**src/rtl/ps2_key_decoder_pkg.sv**
```systemverilog
// rtl/ps2_key_decoder_pkg.sv - shared constants, modes and parser states for the PS/2 key decoder
package ps2_key_decoder_pkg;

  // Channel indices used by the board-level key map.
  localparam int KEY_LEFT  = 0;
  localparam int KEY_RIGHT = 1;
  localparam int KEY_UP    = 2;
  localparam int KEY_DOWN  = 3;
  localparam int KEY_FIRE  = 4;

  // Per-channel output modes; the reserved encoding behaves as LEVEL.
  localparam logic [1:0] MODE_LEVEL  = 2'd0;
  localparam logic [1:0] MODE_PULSE  = 2'd1;
  localparam logic [1:0] MODE_REPEAT = 2'd2;
  localparam logic [1:0] MODE_RSVD   = 2'd3;

  // Scan-code prefix bytes.
  localparam logic [7:0] PS2_EXT = 8'hE0;
  localparam logic [7:0] PS2_BRK = 8'hF0;

  typedef enum logic [1:0] {
    ST_IDLE    = 2'd0,
    ST_EXT     = 2'd1,
    ST_BRK     = 2'd2,
    ST_EXT_BRK = 2'd3
  } parse_state_t;

  function automatic int max2(input int a, input int b);
    return (a > b) ? a : b;
  endfunction

endpackage

```
**src/rtl/ps2_repeat_timer.sv**
```systemverilog
// rtl/ps2_repeat_timer.sv - shared typematic auto-repeat timer
// Ports:
//   clk   - clock, rising edge
//   rst   - asynchronous active-high reset
//   start - (re)arm: first tick REPEAT_DELAY cycles after the key's initial pulse
//   stop  - disarm; wins over start
//   tick  - one-cycle request for a repeat pulse (registered downstream)
module ps2_repeat_timer
  import ps2_key_decoder_pkg::*;
#(
  parameter int REPEAT_DELAY = 25_000_000,
  parameter int REPEAT_RATE  = 5_000_000
) (
  input  logic clk,
  input  logic rst,
  input  logic start,
  input  logic stop,
  output logic tick
);

  localparam int CW = $clog2(max2(REPEAT_DELAY, REPEAT_RATE) + 1);

  logic          active_q;
  logic [CW-1:0] cnt_q;

  // The consumer registers tick, so loading N-1 places the pulse N cycles
  // after the previous one as seen on the outputs.
  assign tick = active_q && (cnt_q == '0);

  always_ff @(posedge clk or posedge rst) begin
    if (rst) begin
      active_q <= 1'b0;
      cnt_q    <= '0;
    end else if (stop) begin
      active_q <= 1'b0;
      cnt_q    <= '0;
    end else if (start) begin
      active_q <= 1'b1;
      cnt_q    <= CW'(REPEAT_DELAY - 1);
    end else if (tick) begin
      cnt_q    <= CW'(REPEAT_RATE - 1);
    end else if (active_q && cnt_q != '0) begin
      cnt_q    <= cnt_q - 1'b1;
    end
  end

endmodule

```
**src/rtl/ps2_key_decoder.sv**
```systemverilog
// rtl/ps2_key_decoder.sv - PS/2 scan-code parser with per-channel level/pulse/repeat key outputs
// Ports:
//   clk      - clock, rising edge
//   rst      - asynchronous active-high reset
//   rx_data  - received PS/2 byte
//   rx_valid - one-cycle strobe qualifying rx_data
//   flush    - synchronous release of every key
//   keys     - per-channel output shaped by KEY_MODES
//   held     - per-channel physical pressed state
module ps2_key_decoder
  import ps2_key_decoder_pkg::*;
#(
  parameter int                  N_KEYS         = 16,
  parameter logic [9*N_KEYS-1:0] KEY_CODES      = '0,
  parameter logic [2*N_KEYS-1:0] KEY_MODES      = '0,
  parameter int                  REPEAT_DELAY   = 25_000_000,
  parameter int                  REPEAT_RATE    = 5_000_000,
  parameter int                  PREFIX_TIMEOUT = 1_000_000
) (
  input  logic              clk,
  input  logic              rst,
  input  logic [7:0]        rx_data,
  input  logic              rx_valid,
  input  logic              flush,
  output logic [N_KEYS-1:0] keys,
  output logic [N_KEYS-1:0] held
);

  localparam int            PW     = $clog2(PREFIX_TIMEOUT + 1);
  localparam logic [PW-1:0] P_LAST = PW'(PREFIX_TIMEOUT - 1);

  parse_state_t  state_q, state_d;
  logic [PW-1:0] pcnt_q;
  logic          evt_make, evt_brk;
  logic [8:0]    evt_code;

  always_ff @(posedge clk or posedge rst) begin
    if (rst) begin
      state_q <= ST_IDLE;
      pcnt_q  <= '0;
    end else begin
      state_q <= state_d;
      if (rx_valid || state_q == ST_IDLE)
        pcnt_q <= '0;
      else if (pcnt_q != P_LAST)
        pcnt_q <= pcnt_q + 1'b1;
    end
  end

  always_comb begin
    state_d  = state_q;
    evt_make = 1'b0;
    evt_brk  = 1'b0;
    evt_code = '0;
    if (rx_valid) begin
      case (state_q)
        ST_IDLE: begin
          if (rx_data == PS2_EXT)      state_d = ST_EXT;
          else if (rx_data == PS2_BRK) state_d = ST_BRK;
          else begin
            evt_make = 1'b1;
            evt_code = {1'b0, rx_data};
          end
        end
        ST_EXT: begin
          if (rx_data == PS2_BRK)      state_d = ST_EXT_BRK;
          else if (rx_data != PS2_EXT) begin
            evt_make = 1'b1;
            evt_code = {1'b1, rx_data};
            state_d  = ST_IDLE;
          end
        end
        ST_BRK: begin
          evt_brk  = 1'b1;
          evt_code = {1'b0, rx_data};
          state_d  = ST_IDLE;
        end
        default: begin
          evt_brk  = 1'b1;
          evt_code = {1'b1, rx_data};
          state_d  = ST_IDLE;
        end
      endcase
    end else if (state_q != ST_IDLE && pcnt_q == P_LAST) begin
      // A prefix that never got its follow-up byte is dropped silently.
      state_d = ST_IDLE;
    end
  end

  logic [N_KEYS-1:0] match, rise, held_q, held_d, keys_q, keys_d;
  logic [4:0]        tracked_q, tracked_d;
  logic              rpt_start, rpt_stop, rpt_tick;

  always_comb begin
    held_d    = held_q;
    keys_d    = '0;
    rise      = '0;
    match     = '0;
    tracked_d = tracked_q;
    rpt_start = 1'b0;
    rpt_stop  = flush;
    for (int i = 0; i < N_KEYS; i++) begin
      match[i] = (KEY_CODES[9*i +: 9] == evt_code);
      if (flush)                   held_d[i] = 1'b0;
      else if (evt_make && match[i]) held_d[i] = 1'b1;
      else if (evt_brk && match[i])  held_d[i] = 1'b0;
      // Only a fresh press counts; typematic re-makes of a held key do not.
      rise[i] = !flush && evt_make && match[i] && !held_q[i];
      // Highest-index repeat channel wins when several share a code.
      if (rise[i] && KEY_MODES[2*i +: 2] == MODE_REPEAT) begin
        rpt_start = 1'b1;
        tracked_d = 5'(i);
      end
      if (evt_brk && match[i] && tracked_q == 5'(i))
        rpt_stop = 1'b1;
    end
    for (int i = 0; i < N_KEYS; i++) begin
      case (KEY_MODES[2*i +: 2])
        MODE_PULSE:  keys_d[i] = rise[i];
        MODE_REPEAT: keys_d[i] = rise[i] ||
                                 (rpt_tick && !rpt_start && !rpt_stop && tracked_q == 5'(i));
        default:     keys_d[i] = held_d[i];
      endcase
    end
  end

  always_ff @(posedge clk or posedge rst) begin
    if (rst) begin
      held_q    <= '0;
      keys_q    <= '0;
      tracked_q <= '0;
    end else begin
      held_q    <= held_d;
      keys_q    <= keys_d;
      tracked_q <= tracked_d;
    end
  end

  ps2_repeat_timer #(
    .REPEAT_DELAY (REPEAT_DELAY),
    .REPEAT_RATE  (REPEAT_RATE)
  ) u_repeat (
    .clk   (clk),
    .rst   (rst),
    .start (rpt_start),
    .stop  (rpt_stop),
    .tick  (rpt_tick)
  );

  assign keys = keys_q;
  assign held = held_q;

endmodule
```
**config.mk**
```make
export PLATFORM = sky130hd
export DESIGN_NAME = ps2_key_decoder
export DESIGN_NICKNAME = d
export VERILOG_FILES = /design/src/rtl/ps2_key_decoder_pkg.sv /design/src/rtl/ps2_repeat_timer.sv /design/src/rtl/ps2_key_decoder.sv
export SDC_FILE = /design/constraint.sdc
export NUM_CORES = 1
export LEC_CHECK = 0
export CAP_MARGIN = 20
export CORE_UTILIZATION = 46
export CTS_CLUSTER_DIAMETER = 30
export CTS_CLUSTER_SIZE = 20
export DETAILED_ROUTE_END_ITERATION = 10
export PLACE_DENSITY = 0.84
export SLEW_MARGIN = 20
export SYNTH_ARGS = -nofsm -noshare
export SYNTH_HDL_FRONTEND = slang
export SYNTH_SLANG_ARGS = --single-unit
```
**constraint.sdc**
```tcl
create_clock -name clk -period 2.4 [get_ports clk]
set_input_delay 0.36 -clock clk [delete_from_list [all_inputs] [get_ports clk]]
set_output_delay 0.36 -clock clk [all_outputs]
set_load 0.05 [all_outputs]
```
==> impl_metrics.tcl <==
set metrics [dict create \
    status "finished, violations left" \
    violations "design-rule violations" \
    grtUsageTotal 0.178 \
    ant_nets 0 \
    detailed_place_hpwl_mm 2.02 \
    max_cap_violations 0 \
    finalSetupTns_ns 0 \
    register_area_um2 576 \
    crit_buf_inv 0 \
    cp.arrival_ns 2.14 \
    vias_per_cell 5.52 \
    synth_commonest_cells "buf_4, dfrtp_1, nor2_1" \
    antenna_found_initial 0 \
    crit_slowest_cell "dfrtp_1" \
    hold_path.class "in -> async" \
    ys_ff_latch 23 \
    clk_latency_ns 0.31 \
    clock_sinks 23 \
    synth_top_area_frac 0.399 \
    io_pins 44 \
    area_delta_synth_final_pct 12.9 \
    cts_buffers 3 \
    clockRootBuffer "clkbuf_4" \
    synthCells 157 \
    synthFlopType "dfrtp_1" \
    slowest_delay_ns 0.43 \
    worst_slew_pin_slew_ns 0.827 \
    p_leak_nw 0.704 \
    rsz0062_at_grt "no" \
    wl_met2_mm 1.32 \
    dr_total_vias 1126 \
    async_flop_share 1.00 \
    worstPathMaxFanout 9 \
    power.density_nw_per_um2 372 \
    start_util 0.506 \
    synth_most_common_cell "buf_4" \
    grt_pass1_wl_mm 4.53 \
    syn_avg_cell_area_um2 9.19 \
    grt_start_max_net_pins 34 \
    path_cells "ha_1 > and3_2 > and2_1 > nand4_1 > a32o_1" \
    p_seq_frac 0.641 \
    start_kind "flip-flop" \
    cts_setup_buffers 0 \
    fmax_mhz 518 \
    wl_mm 2.74 \
    synth_area_um2 1440 \
    grt_pass1_vias 1008 \
    wl_met3_um 127 \
    p_switching_uw 135 \
    drive_gt1_frac 0.272 \
    wl_per_cell_um 13.4 \
    die_area_um2 3360 \
    finalPower_uw 605 \
    fin_skew_ns 0.00637 \
    hold_viol_final 0 \
    irDropWorstVdd_mv 0.329 \
    maxSlewHeadroom 0.449 \
    core_um2 2850 \
    highest_layer "met4" \
    place_congestion 0.870 \
    p_int_uw 470 \
    worst_ep_required_time_ns 2.61 \
    setup_viol 0 \
    fill_cells 242 \
    diodes 0 \
    path_class "reg -> reg" \
    finalCritPeriodShare 0.804 \
    hold_buffers 0 \
    end_kind "flip-flop" \
    path_delay_family "simple AND/OR/NAND/NOR gates" \
    num_rows 19 \
    period_needed_ns 1.93 \
    pwr-share-comb 0.062 \
    synth.net_count 170 \
    portBuffers 43 \
    grt_overflow_total 0 \
    die_h_um 58 \
    initialDrtViolationCount 40 \
    cts_max_path_buffers 2 \
    synth_edf_count 0 \
    slew_violations 0 \
    met1_length_mm 1.24 \
    htreeDepth 1 \
    netlist_top_cells_area "dfrtp_1, buf_4, xnor2_1, o21ai_0, nand4_1" \
    drt_pass1_iterations 7 \
    clk_pin_slew_ns 0.13 \
    fin_nets 187 \
    p_sw_frac 0.224 \
    drc 5 \
    ctsResizeCount 0 \
    die_x_um 58 \
    ys_seq_area_frac 0.399 \
    pwr-share-clk 0.297 \
    multi_input_comb_area_um2 599 \
    cts_tree "yes" \
    synth_cell_types 38 \
    synth-warning-count 0 \
    synth_top_cell_by_area "dfrtp_1" \
]
==> area by class of cell <==
class,instances,area share
Multi-Input combinational cell,95,0.368
Sequential cell,23,0.353
Timing Repair Buffer,45,0.224
Tap cell,31,0.0238
Clock buffer,3,0.0138
Inverter,6,0.0138
Clock inverter,1,0.00307
==> layer usage <==
layer	GRT usage	vias to the layer above
li1	-	566
met1	0.237	522
met2	0.287	34
met3	0.0201	4
met4	0.0952	0
met5	0	-
==> cells by family after synthesis <==
| family | count (synthesis) | synth area share |
|---|---|---|
| fa+ha+maj | 1 | 0.00867 |
| compound gates | 26 | 0.114 |
| mux | 2 | 0.0139 |
| simple gates | 59 | 0.236 |
| flops | 23 | 0.399 |
| xor+xnor | 7 | 0.0425 |
| buf+inv | 39 | 0.186 |
==> placed cells by master (no fill, tap or decap), drive strengths merged, types with 5 or more instances in the layout <==
cell	instances
buf	34
dfrtp	23
clkdlybuf4s50	11
nor2	10
nand2	9
o21ai	8
nand4	7
inv	6
xnor2	6
a21oi	5
nor4	5
nor3	5
==> path summary, 6_finish.rpt <==
check / startpoint / endpoint / slack, ns / depth (start not counted)
worst max register to register: pcnt_q[0] / state_q[1] / 0.47 / 5
worst min-delay path: rst / pcnt_q[6] / 0.37 / 3
min in group clk: state_q[1] / keys[0] / 0.54 / 1
worst min register to register: state_q[1] / keys[0] / 0.54 / 1
worst max-delay path: pcnt_q[0] / state_q[1] / 0.47 / 5
max in group asynchronous: rst / pcnt_q[3] / 1.80 / 3
==> per-stage QoR <==
step	utilization	instances	instance area [um2]	hold WS (ns)	setup slack, ns
after floorplan	-	157	1440	0.362	0.624
after global placement	0.561	200	1600	0.500	0.400
after detailed placement	0.561	200	1600	0.509	0.348
after CTS	0.571	204	1630	0.380	0.454
after global routing	0.571	204	1630	0.410	0.283
final	0.571	204	1630	0.369	0.470
==> power groups by stage <==
stage / logic, mW / registers [mW] / clock network, mW
global route: 0.0412 / 0.388 / 0.199
CTS: 0.0381 / 0.388 / 0.184
global placement: 0.0370 / 0.396 / 0
finish: 0.0375 / 0.388 / 0.180
detailed placement: 0.0380 / 0.396 / 0
floorplan: 0.0146 / 0.396 / 0
==> worst register-to-register path: cells and delay by family, from the launching register on <==
| kind | cells | cell delay [ns] |
|---|---|---|
| adders and majority gates | 1 | 0.23 |
| DFF | 1 | 0.43 |
| AOI/OAI and AO/OA | 1 | 0.41 |
| and+or+nand+nor | 3 | 0.76 |
==> registers in the layout, indices dropped and copies added, names as in the netlist <==
name / count
pcnt_q: 20
state_q: 2
keys: 1
Power figures use the tool's default switching activity.
